===== config.mk =====
export PLATFORM = sky130hd
export DESIGN_NAME = i2c_txn_sequencer_flat
export DESIGN_NICKNAME = d
export VERILOG_FILES = /design/src/rtl/i2c_pkg.sv /design/src/rtl/i2c_txn_sequencer_if.sv /design/src/rtl/i2c_rr_arbiter.sv /design/src/rtl/i2c_txn_sequencer.sv /design/src/flat_wrapper.sv
export SDC_FILE = /design/constraint.sdc
export NUM_CORES = 1
export LEC_CHECK = 0
export CAP_MARGIN = 20
export CORE_UTILIZATION = 31
export DETAILED_ROUTE_END_ITERATION = 10
export PLACE_DENSITY_LB_ADDON = 0.12
export SETUP_SLACK_MARGIN = 0.3
export SLEW_MARGIN = 20
export SYNTH_ARGS = -nofsm -noshare
export SYNTH_HDL_FRONTEND = slang
export SYNTH_SLANG_ARGS = --single-unit

===== constraint.sdc =====
create_clock -name clk_i -period 2.1 [get_ports clk_i]
set_clock_uncertainty 0.2 [all_clocks]
set_input_delay 0.21 -clock clk_i [delete_from_list [all_inputs] [get_ports clk_i]]
set_output_delay 0.21 -clock clk_i [all_outputs]
set_load 0.01 [all_outputs]

===== src/rtl/i2c_pkg.sv =====
// i2c_pkg: shared command, error and state encodings plus the address width for the I2C transaction sequencer
package i2c_pkg;
  localparam int I2C_ADDR_W = 7;
  typedef enum logic [2:0] {CMD_START, CMD_STOP, CMD_WRITE, CMD_READ_ACK, CMD_READ_NAK} cmd_e;
  typedef enum logic [1:0] {ERR_OK, ERR_ADDR, ERR_DATA, ERR_AL} err_e;
  typedef enum logic [2:0] {S_IDLE, S_START, S_ADDR, S_WDATA, S_RDATA, S_STOP, S_DONE} state_e;
endpackage


===== src/rtl/i2c_txn_sequencer_if.sv =====
// i2c_txn_sequencer_if: requester-side transfer posting and I2C master command/response bus; master = sequencer view, slave = requesters plus core view
interface i2c_txn_sequencer_if #(parameter int NUM_REQ = 2, parameter int LEN_W = 4);
  logic [NUM_REQ-1:0]       req_i;
  logic [7*NUM_REQ-1:0]     addr_i;
  logic [NUM_REQ-1:0]       rw_i;
  logic [LEN_W*NUM_REQ-1:0] len_i;
  logic [8*NUM_REQ-1:0]     wdata_i;
  logic [NUM_REQ-1:0]       gnt_o;
  logic                     wdata_rd_o;
  logic [7:0]               rdata_o;
  logic                     rdata_valid_o;
  logic                     done_o;
  logic [1:0]               err_o;
  logic [2:0]               cmd_o;
  logic [7:0]               cmd_data_o;
  logic                     cmd_valid_o;
  logic                     cmd_ready_i;
  logic                     rsp_valid_i;
  logic                     rsp_nak_i;
  logic                     rsp_al_i;
  logic [7:0]               rsp_data_i;
  modport master (
    input  req_i, addr_i, rw_i, len_i, wdata_i, cmd_ready_i, rsp_valid_i, rsp_nak_i, rsp_al_i, rsp_data_i,
    output gnt_o, wdata_rd_o, rdata_o, rdata_valid_o, done_o, err_o, cmd_o, cmd_data_o, cmd_valid_o
  );
  modport slave (
    output req_i, addr_i, rw_i, len_i, wdata_i, cmd_ready_i, rsp_valid_i, rsp_nak_i, rsp_al_i, rsp_data_i,
    input  gnt_o, wdata_rd_o, rdata_o, rdata_valid_o, done_o, err_o, cmd_o, cmd_data_o, cmd_valid_o
  );
endinterface


===== src/rtl/i2c_rr_arbiter.sv =====
// i2c_rr_arbiter: combinational round-robin pick; req/ptr in, one-hot gnt of first requester at or after ptr out
module i2c_rr_arbiter #(parameter int NUM_REQ = 2) (
  input  logic [NUM_REQ-1:0]         req,
  input  logic [$clog2(NUM_REQ)-1:0] ptr,
  output logic [NUM_REQ-1:0]         gnt
);
  localparam int PW = $clog2(NUM_REQ);
  logic [PW-1:0] j;
  logic found;
  always_comb begin
    gnt = '0;
    j = '0;
    found = 1'b0;
    for (int i = 0; i < NUM_REQ; i++) begin
      j = PW'((int'(ptr) + i) % NUM_REQ);
      if (!found && req[j]) begin
        gnt[j] = 1'b1;
        found = 1'b1;
      end
    end
  end
endmodule


===== src/rtl/i2c_txn_sequencer.sv =====
// i2c_txn_sequencer: round-robin sequencer turning posted transfers into START/addr/data/STOP core commands; clk_i, rst_i (sync active-low), bus (master modport)
module i2c_txn_sequencer import i2c_pkg::*; #(parameter int NUM_REQ = 2, parameter int LEN_W = 4) (
  input logic clk_i,
  input logic rst_i,
  i2c_txn_sequencer_if.master bus
);
  localparam int PW = $clog2(NUM_REQ);
  state_e st;
  err_e code;
  logic [PW-1:0] rr_ptr, gidx, aidx;
  logic [NUM_REQ-1:0] arb;
  logic [I2C_ADDR_W-1:0] addr;
  logic rw;
  logic [LEN_W-1:0] cnt;
  logic take;
  logic [I2C_ADDR_W-1:0] addr_a [NUM_REQ];
  logic [LEN_W-1:0] len_a [NUM_REQ];
  logic [7:0] wd_a [NUM_REQ];
  for (genvar g = 0; g < NUM_REQ; g++) begin : g_unpack
    assign addr_a[g] = bus.addr_i[g*I2C_ADDR_W +: I2C_ADDR_W];
    assign len_a[g] = bus.len_i[g*LEN_W +: LEN_W];
    assign wd_a[g] = bus.wdata_i[g*8 +: 8];
  end
  i2c_rr_arbiter #(.NUM_REQ(NUM_REQ)) u_arb (.req(bus.req_i), .ptr(rr_ptr), .gnt(arb));
  always_comb begin
    aidx = '0;
    for (int i = 0; i < NUM_REQ; i++) if (arb[i]) aidx = PW'(i);
  end
  // a response landing on the handshake cycle itself counts as accepted
  assign take = bus.rsp_valid_i && (!bus.cmd_valid_o || bus.cmd_ready_i);
  assign bus.wdata_rd_o = bus.cmd_valid_o && bus.cmd_ready_i && st == S_WDATA;
  always_ff @(posedge clk_i) begin
    if (!rst_i) begin
      st <= S_IDLE;
      code <= ERR_OK;
      rr_ptr <= '0;
      gidx <= '0;
      addr <= '0;
      rw <= 1'b0;
      cnt <= '0;
      bus.gnt_o <= '0;
      bus.cmd_o <= '0;
      bus.cmd_data_o <= '0;
      bus.cmd_valid_o <= 1'b0;
      bus.rdata_o <= '0;
      bus.rdata_valid_o <= 1'b0;
      bus.done_o <= 1'b0;
      bus.err_o <= '0;
    end else begin
      bus.done_o <= 1'b0;
      bus.err_o <= '0;
      bus.rdata_valid_o <= 1'b0;
      if (bus.cmd_valid_o && bus.cmd_ready_i) bus.cmd_valid_o <= 1'b0;
      if (st == S_IDLE || st == S_DONE) begin
        st <= S_IDLE;
        if (|bus.req_i) begin
          st <= S_START;
          bus.gnt_o <= arb;
          gidx <= aidx;
          addr <= addr_a[aidx];
          rw <= bus.rw_i[aidx];
          cnt <= len_a[aidx];
          code <= ERR_OK;
          bus.cmd_o <= CMD_START;
          bus.cmd_valid_o <= 1'b1;
        end
      end else if (take && (bus.rsp_al_i || st == S_STOP)) begin
        // lost arbitration means the bus is not ours, so finish without a STOP
        st <= S_DONE;
        bus.done_o <= 1'b1;
        bus.err_o <= bus.rsp_al_i ? ERR_AL : code;
        bus.gnt_o <= '0;
        rr_ptr <= (gidx == PW'(NUM_REQ - 1)) ? '0 : gidx + 1'b1;
      end else if (take) begin
        bus.cmd_valid_o <= 1'b1;
        case (st)
          S_START: begin
            st <= S_ADDR;
            bus.cmd_o <= CMD_WRITE;
            bus.cmd_data_o <= {addr, rw};
          end
          S_ADDR: begin
            st <= bus.rsp_nak_i ? S_STOP : rw ? S_RDATA : S_WDATA;
            code <= bus.rsp_nak_i ? ERR_ADDR : ERR_OK;
            bus.cmd_o <= bus.rsp_nak_i ? CMD_STOP : !rw ? CMD_WRITE : cnt == '0 ? CMD_READ_NAK : CMD_READ_ACK;
            bus.cmd_data_o <= wd_a[gidx];
          end
          S_WDATA: begin
            st <= (bus.rsp_nak_i || cnt == '0) ? S_STOP : S_WDATA;
            code <= bus.rsp_nak_i ? ERR_DATA : ERR_OK;
            bus.cmd_o <= (bus.rsp_nak_i || cnt == '0) ? CMD_STOP : CMD_WRITE;
            bus.cmd_data_o <= wd_a[gidx];
            cnt <= cnt - 1'b1;
          end
          S_RDATA: begin
            bus.rdata_o <= bus.rsp_data_i;
            bus.rdata_valid_o <= 1'b1;
            st <= cnt == '0 ? S_STOP : S_RDATA;
            bus.cmd_o <= cnt == '0 ? CMD_STOP : cnt == LEN_W'(1) ? CMD_READ_NAK : CMD_READ_ACK;
            cnt <= cnt - 1'b1;
          end
          default: begin
            st <= S_IDLE;
            bus.cmd_valid_o <= 1'b0;
          end
        endcase
      end
    end
  end
endmodule


===== src/flat_wrapper.sv =====
// flat-port wrapper written by rule: the top's interface ports become plain ports
module i2c_txn_sequencer_flat import i2c_pkg::*;
#(parameter int NUM_REQ = 2, parameter int LEN_W = 4)
  (clk_i, rst_i, bus_req_i, bus_addr_i, bus_rw_i, bus_len_i, bus_wdata_i, bus_cmd_ready_i, bus_rsp_valid_i, bus_rsp_nak_i, bus_rsp_al_i, bus_rsp_data_i, bus_gnt_o, bus_wdata_rd_o, bus_rdata_o, bus_rdata_valid_o, bus_done_o, bus_err_o, bus_cmd_o, bus_cmd_data_o, bus_cmd_valid_o);
  i2c_txn_sequencer_if #(.NUM_REQ(NUM_REQ), .LEN_W(LEN_W)) bus_i ();
  input logic clk_i;
  input logic rst_i;
  input wire logic [$bits(bus_i.req_i)-1:0] bus_req_i;
  input wire logic [$bits(bus_i.addr_i)-1:0] bus_addr_i;
  input wire logic [$bits(bus_i.rw_i)-1:0] bus_rw_i;
  input wire logic [$bits(bus_i.len_i)-1:0] bus_len_i;
  input wire logic [$bits(bus_i.wdata_i)-1:0] bus_wdata_i;
  input wire logic [$bits(bus_i.cmd_ready_i)-1:0] bus_cmd_ready_i;
  input wire logic [$bits(bus_i.rsp_valid_i)-1:0] bus_rsp_valid_i;
  input wire logic [$bits(bus_i.rsp_nak_i)-1:0] bus_rsp_nak_i;
  input wire logic [$bits(bus_i.rsp_al_i)-1:0] bus_rsp_al_i;
  input wire logic [$bits(bus_i.rsp_data_i)-1:0] bus_rsp_data_i;
  output wire logic [$bits(bus_i.gnt_o)-1:0] bus_gnt_o;
  output wire logic [$bits(bus_i.wdata_rd_o)-1:0] bus_wdata_rd_o;
  output wire logic [$bits(bus_i.rdata_o)-1:0] bus_rdata_o;
  output wire logic [$bits(bus_i.rdata_valid_o)-1:0] bus_rdata_valid_o;
  output wire logic [$bits(bus_i.done_o)-1:0] bus_done_o;
  output wire logic [$bits(bus_i.err_o)-1:0] bus_err_o;
  output wire logic [$bits(bus_i.cmd_o)-1:0] bus_cmd_o;
  output wire logic [$bits(bus_i.cmd_data_o)-1:0] bus_cmd_data_o;
  output wire logic [$bits(bus_i.cmd_valid_o)-1:0] bus_cmd_valid_o;
  assign bus_i.req_i = bus_req_i;
  assign bus_i.addr_i = bus_addr_i;
  assign bus_i.rw_i = bus_rw_i;
  assign bus_i.len_i = bus_len_i;
  assign bus_i.wdata_i = bus_wdata_i;
  assign bus_i.cmd_ready_i = bus_cmd_ready_i;
  assign bus_i.rsp_valid_i = bus_rsp_valid_i;
  assign bus_i.rsp_nak_i = bus_rsp_nak_i;
  assign bus_i.rsp_al_i = bus_rsp_al_i;
  assign bus_i.rsp_data_i = bus_rsp_data_i;
  assign bus_gnt_o = bus_i.gnt_o;
  assign bus_wdata_rd_o = bus_i.wdata_rd_o;
  assign bus_rdata_o = bus_i.rdata_o;
  assign bus_rdata_valid_o = bus_i.rdata_valid_o;
  assign bus_done_o = bus_i.done_o;
  assign bus_err_o = bus_i.err_o;
  assign bus_cmd_o = bus_i.cmd_o;
  assign bus_cmd_data_o = bus_i.cmd_data_o;
  assign bus_cmd_valid_o = bus_i.cmd_valid_o;
  i2c_txn_sequencer #(.NUM_REQ(NUM_REQ), .LEN_W(LEN_W)) u_core (.clk_i(clk_i), .rst_i(rst_i), .bus(bus_i));
endmodule

==> metrics, run 1 <==
setup_tns=0 ns; Post-Syn Nets=343; status=finished, final reports clean; global-route wire length before repair=10500 um; # clock sinks=45; crit path DAT=1.85 ns; GPL Wtd Cong=0.807; Setup Crit Path Kind=register to register; initial antenna violation count=0; Num CTS Buffers=5; post-place setup slack=0.0724 ns; DRT antenna net count=0; final worst slack=0.246 ns; clock slew at reported path FFs=0.09 ns; FF/Latch Area=910 um2; Max Cap Violations=0; Seq pwr share=33.8%; FF+latch count, synth=45; CP startpoint kind=register; Post-Synth Adder-Cell Area=1.48%; fin crit share=88.3%; worst skew pair latency=0.31 ns; number of global-route vias before repair=2169; Initial DRC Count=72; worst rel slew slack=62.6%; DR vias=2352; CP required=2.10 ns; Post-Synth Simple-Gate Area=21.7%; Post-Synthesis Cell Area=2360 um2; Rows=31; count of nets after finishing=442; Total Wirelength=6550 um; worst hold slack=0.241 ns; Async SR Flop Fraction=0%; most frequent cells in the layout=81 x clkdlybuf4s50_1, 42 x dfxtp_1, 41 x nor2_1, 27 x nand2_1, 26 x a21oi_1; DR pass1 iterations=4; die span in y=89.3 um; synthesized area per cell=8.30 um2; die area=7980 um2; GRT Util Overall=17.1%; diode count=0; CTS root buf=clkbuf_8; Filler Cell Count=696; peak supply drop=0.000293 V; mux share of post-synthesis cell area=9.89%; predominant post-synthesis flop cell=dfxtp_1; largest fanout on the critical path=7; Synth Area in XOR/XNOR=0.370%; largest net degree at the start of global routing=26; HP Class=input pin to register; Syn. warnings=0; H-tree levels=2; most common cell after layout, fill and taps aside=clkdlybuf4s50_1; TritonCTS clock tree=built; Vias/cell=4.86; Die Wd=89.3 um; hold buffers post-CTS=0; maximum clock rate=0.539 GHz; # DRC=0; # setup viols final=0; Layout area overhead=53.9%; share of cells above drive strength 1=17.1%; PwrDens=934 nW/um2; CTS max path bufs=2; register area share after synthesis=38.1%; Pleak=1.37 nW; port bufs=82; Clock power frac=17.1%; Synth Area in Compound Gates=22.8%; RSZ-0062 raised after global routing=true; grt ovf=0; per-cell routed wire length=13.5 um; multi-input combinational cell area=1400 um2; DP HPWL=4700 um; distinct cell type count after synthesis=55; Post-synth EDFFs=0; count of pins over their slew limit=0; main combinational cell family by area after synthesis=compound AO/OA/AOI/OAI gates; Comb power frac=49.1%; final period demand of the worst path=1.85 ns; final hold vios=0; num ports=83; Crit. End Element=register; CORE AREA=7330 um2; Sw Ratio=36.5%; P_sw=0.00124 W; Starting Density=32.3%; Mapped Cells=285; Int Power=0.00216 W; Worst-Margin Slew=0.560 ns
critical path: stages, from the launching register on:
cell      delay (ns)
dfxtp_4         0.37
nor2b_4         0.13
buf_6           0.13
or4_4           0.53
o21ai_4         0.12
a21boi_2        0.20
o22ai_1         0.07
path summary, 6_finish.rpt:
path,start,endpoint,slack [ns],cells past startpoint
min reg2reg,u_core.bus.rdata_o[7]$_SDFFE_PN0P_,u_core.bus.rdata_o[7]$_SDFFE_PN0P_,0.26,2
min,bus_rsp_data_i[0],u_core.bus.rdata_o[0]$_SDFFE_PN0P_,0.24,3
max,u_core.st[1]$_SDFFE_PN0P_,u_core.cnt[3]$_SDFFE_PN0P_,0.25,6
max reg2reg,u_core.st[1]$_SDFFE_PN0P_,u_core.cnt[3]$_SDFFE_PN0P_,0.25,6
layout make-up:
cell class                      count  area share [%]
Multi-Input combinational cell    213            38.5
Timing Repair Buffer              113            29.9
Sequential cell                    45            25.0
Tap cell                           99            3.40
Clock buffer                        6            2.27
Inverter                            6           0.619
Clock inverter                      2           0.378
power groups by stage:
stage | clock (W) | combinational, W | sequential [W]
4_1_cts | 0.000598 | 0.00155 | 0.00114
3_3_place_gp | 0 | 0.00150 | 0.00116
6_report | 0.000581 | 0.00167 | 0.00115
3_5_place_dp | 0 | 0.00151 | 0.00116
5_1_grt | 0.000631 | 0.00182 | 0.00118
2_1_floorplan | 0 | 0.000973 | 0.00114
what timing repair did:
item / CTS / global route
pin swaps: 7 / 6
setup endpoints to repair: 35 / 44
resized for setup: 7 / 23
setup buffers: 2 / 4
registers in the layout, indices dropped and copies added, names as in the netlist, 2 cells and up:
signal and flops:
u_core.st 3, u_core.bus.rdata_o 8, u_core.bus.cmd_o 3, u_core.addr 7, u_core.bus.cmd_data_o 8, u_core.cnt 4
u_core.bus.gnt_o 2, u_core.bus.err_o 2, u_core.code 2
through the flow:
step	cells	cell area, um2	power, W	utilization [%]
2_1_floorplan	285	2370	0.00212	-
3_3_place_gp	470	3410	0.00266	46.5
3_5_place_dp	470	3410	0.00267	46.5
4_1_cts	480	3540	0.00329	48.2
5_1_grt	484	3640	0.00363	49.7
6_report	484	3640	0.00340	49.7
cell families after synthesis:
family / Yosys count
and+or+nand+nor: 105
AOI/OAI and AO/OA: 81
DFF: 45
buffers and inverters: 27
muxes: 23
adders and majority gates: 3
xor gates and xnor gates: 1
synth_stat cells (2+ instances only):
cell	count	area share (%)
nor2_1	41	6.5
nor3_1	5	1.1
mux2i_1	20	8.5
buf_6	3	1.4
nand2_1	28	4.4
a21oi_1	27	5.7
buf_2	6	1.3
mux2_2	3	1.4
ha_1	2	1.1
dfxtp_1	45	38
o21ai_0	11	2.3
a32oi_1	2	0.74
nand2b_1	3	0.79
nand3_1	3	0.63
clkbuf_1	10	1.6
inv_1	5	0.79
a31oi_1	2	0.53
nor2b_1	2	0.53
a211oi_1	16	5.1
and3_1	3	0.79
o21a_1	4	1.3
a21o_1	2	0.63
o22ai_1	3	0.79
or3_1	2	0.53
and2_1	2	0.53
nor3b_1	6	1.9
routing by layer:
metal / track usage (%) / wire (um) / up-vias
met1: 22.4 / 2940 / 1070
met2: 26.9 / 3150 / 66
li1: - / - / 1211
met5: 0 / 0 / -
met4: 6.06 / 70 / 0
met3: 4.89 / 397 / 5
Note: power is estimated with default switching activity, not from simulation.
==> run 2, diff against run 1 <==
--- a/config.mk
+++ b/config.mk
@@ -5,7 +5,6 @@
 export SDC_FILE = /design/constraint.sdc
 export NUM_CORES = 1
 export LEC_CHECK = 0
-export CAP_MARGIN = 20
 export CORE_UTILIZATION = 31
 export DETAILED_ROUTE_END_ITERATION = 10
 export PLACE_DENSITY_LB_ADDON = 0.12
==> results of run 2 <==
No change in the layout: final DEF, timing and power equal those of run 1.
==> run 3, diff against run 2 <==
--- a/config.mk
+++ b/config.mk
@@ -5,6 +5,7 @@
 export SDC_FILE = /design/constraint.sdc
 export NUM_CORES = 1
 export LEC_CHECK = 0
+export CORE_MARGIN = 2
 export CORE_UTILIZATION = 31
 export DETAILED_ROUTE_END_ITERATION = 10
 export PLACE_DENSITY_LB_ADDON = 0.12
==> run 3 against run 2 <==
Against the previous run: die area is 4.5% higher; sequential power hardly changed; combinational power is 7% higher; non-clock buffer count is 7 higher; first-iteration DRC count is 21% lower; critical path depth stayed put; sequential share of layout area is 0.34 points lower; register-to-register slack better by 0.05 ns; critical path type unchanged; highest routed layer unchanged.
==> metrics, run 3 (synthesized netlist as in run 1, its figures left out) <==
Max Cap Violations=0 (unchanged); worst reg2reg startpoint=u_core.st[1]$_SDFFE_PN0P_; Top Metal Used=met4; count of nets after finishing=449 (+1.6%); die span in y=91.3 um (+2.2%); CTS root buf=clkbuf_8; Total Wirelength=6820 um (+4.1%); # setup viols final=0 (unchanged); Rows=31 (unchanged); HP Class=input pin to register; Layout area overhead=57.3%; crit path DAT=1.79 ns (-0.06 ns); H-tree levels=2 (unchanged); highest-delay cell along the critical path=or4_4; DRT antenna net count=0 (unchanged); peak supply drop=0.000310 V (+6.1%); RSZ-0062 raised after global routing=true; global-route wire length before repair=10800 um (+3.2%); Num CTS Buffers=5 (unchanged); hold path start=bus_rsp_data_i[3]; largest net degree at the start of global routing=26 (unchanged); final hold vios=0 (unchanged); DR vias=2405 (+2.3%); # clock sinks=45 (unchanged); Initial DRC Count=57 (-21%); DR pass1 iterations=4 (unchanged); fin crit share=86.0% (-2.3 points); number of global-route vias before repair=2297 (+5.9%); worst path cell trace=nor2b_4 -> buf_6 -> or4_4 -> o21ai_4 -> a21boi_2 -> o22ai_1; hold buffers post-CTS=0 (unchanged); port bufs=82 (unchanged); most frequent cells in the layout=81 x clkdlybuf4s50_1, 40 x nor2_1, 40 x dfxtp_1, 30 x buf_4, 27 x nand2_1; final period demand of the worst path=1.81 ns (-0.0489 ns); worst skew pair latency=0.30 ns (about the same); initial antenna violation count=0 (unchanged); Met1 Routed Length=2960 um (+0.82%); Filler Cell Count=720 (+3.4%); Die Wd=91.3 um (+2.2%); setup_tns=0 ns (unchanged); clock slew at reported path FFs=0.08 ns (about the same); per-cell routed wire length=13.9 um (+2.6%); total power=0.00353 W (+3.7%); DP HPWL=4990 um (+6.2%); CORE AREA=7330 um2 (unchanged); grt ovf=0 (unchanged); count of pins over their slew limit=0 (unchanged); Starting Density=32.3% (unchanged); Crit. End Element=register; GPL Wtd Cong=0.818 (+1.3%); CTS max path bufs=2 (unchanged); # DRC=0 (unchanged); CP startpoint kind=register; most common cell after layout, fill and taps aside=clkdlybuf4s50_1; WL met2=3420 um (+8.6%); GRT Util Overall=15.9% (-1.2 points); CP required=2.09 ns (about the same); num ports=83 (unchanged); die area=8340 um2 (+4.5%); diode count=0 (unchanged); share of cells above drive strength 1=20.4% (+3.3 points); maximum clock rate=0.554 GHz (+2.7%); worst rel slew slack=63.5% (+0.86 points); Worst-Margin Slew=0.547 ns (-0.0128 ns); status=finished, final reports clean; Util after Layout=50.7% (+1.1 points); TritonCTS clock tree=built; Top Registers=u_core.bus.cmd_data_o: 8 flops, u_core.bus.rdata_o: 8 flops, u_core.addr: 7 flops; Pleak=1.42 nW (+3.3%); Vias/cell=4.90 (+0.80%); CP top delay family=simple AND/OR/NAND/NOR gates; routed wl met3=357 um (-10%); launch point of the worst path=u_core.st[1]$_SDFFE_PN0P_; Buf+Inv Stages, Crit Path=1 (unchanged); CP peak stage delay=0.50 ns (-0.03 ns); Setup Crit Path Kind=register to register; largest fanout on the critical path=7 (unchanged); PwrDens=948 nW/um2 (+1.5%)
[run 3: cell types whose count changed in the layout (fill, tap and decap cells not counted), moves of 2 or more]
cell and delta:
o22ai_2 +2, a21oi_2 +2, a21oi_1 -2, o22ai_1 -2, dfxtp_4 +2, buf_4 +6, dfxtp_1 -2
[run 3: layer usage]
layer  global-route usage (%)  vias up
met5                        0        -
met1                     19.8     1114
li1                         -     1225
met4                     3.16        0
met2                     27.7       58
met3                     3.90        8
[run 3: per-stage QoR]
step	cell area, um2	std cells	setup WS [ns]	hold WS, ns
2_1_floorplan	2370	285	0.253	0.126
3_3_place_gp	3400	470	0.0816	0.243
3_5_place_dp	3400	470	0.0578	0.251
4_1_cts	3580	486	0.276	0.252
5_1_grt	3720	491	0.232	0.246
6_report	3720	491	0.295	0.257
[run 3: cell type report]
cell class	count	area, um2	area share (%)
flip-flops and latches	45	917	24.7
clock buffers	6	82.6	2.22
multi-input cells	213	1430	38.3
well taps	99	124	3.33
repair buffers	120	1130	30.5
clock inverters	2	13.8	0.370
inverters	6	22.5	0.605
[run 3: worst paths after layout]
kind	end	slack, ns	depth (start not counted)
setup / recovery	u_core.cnt[3]$_SDFFE_PN0P_	0.29	6
hold reg to reg	u_core.bus.rdata_o[0]$_SDFFE_PN0P_	0.26	2
hold / removal	u_core.bus.rdata_o[3]$_SDFFE_PN0P_	0.26	3
setup reg to reg	u_core.cnt[3]$_SDFFE_PN0P_	0.29	6
[run 3: report_power, final]
part           internal, W  leakage [nW]  switching (W)  total, W
combinational     0.000939         0.999       0.000842   0.00178
sequential         0.00103         0.370       0.000150   0.00118
clock             0.000267        0.0512       0.000301  0.000568
total              0.00223          1.42        0.00129   0.00353
[run 3: what timing repair did]
item | in CTS | in global routing
pin swaps | 3 | 9
endpoints found under the setup margin | 15 | 43
buffers inserted | 8 | 4
gates cloned | 0 | 1
resized for setup | 10 | 31
[run 3: tightest hold or removal path, stage by stage]
cell	delay, ns
clkdlybuf4s50_1	0.39
nand2_1	0.06
a21oi_1	0.05
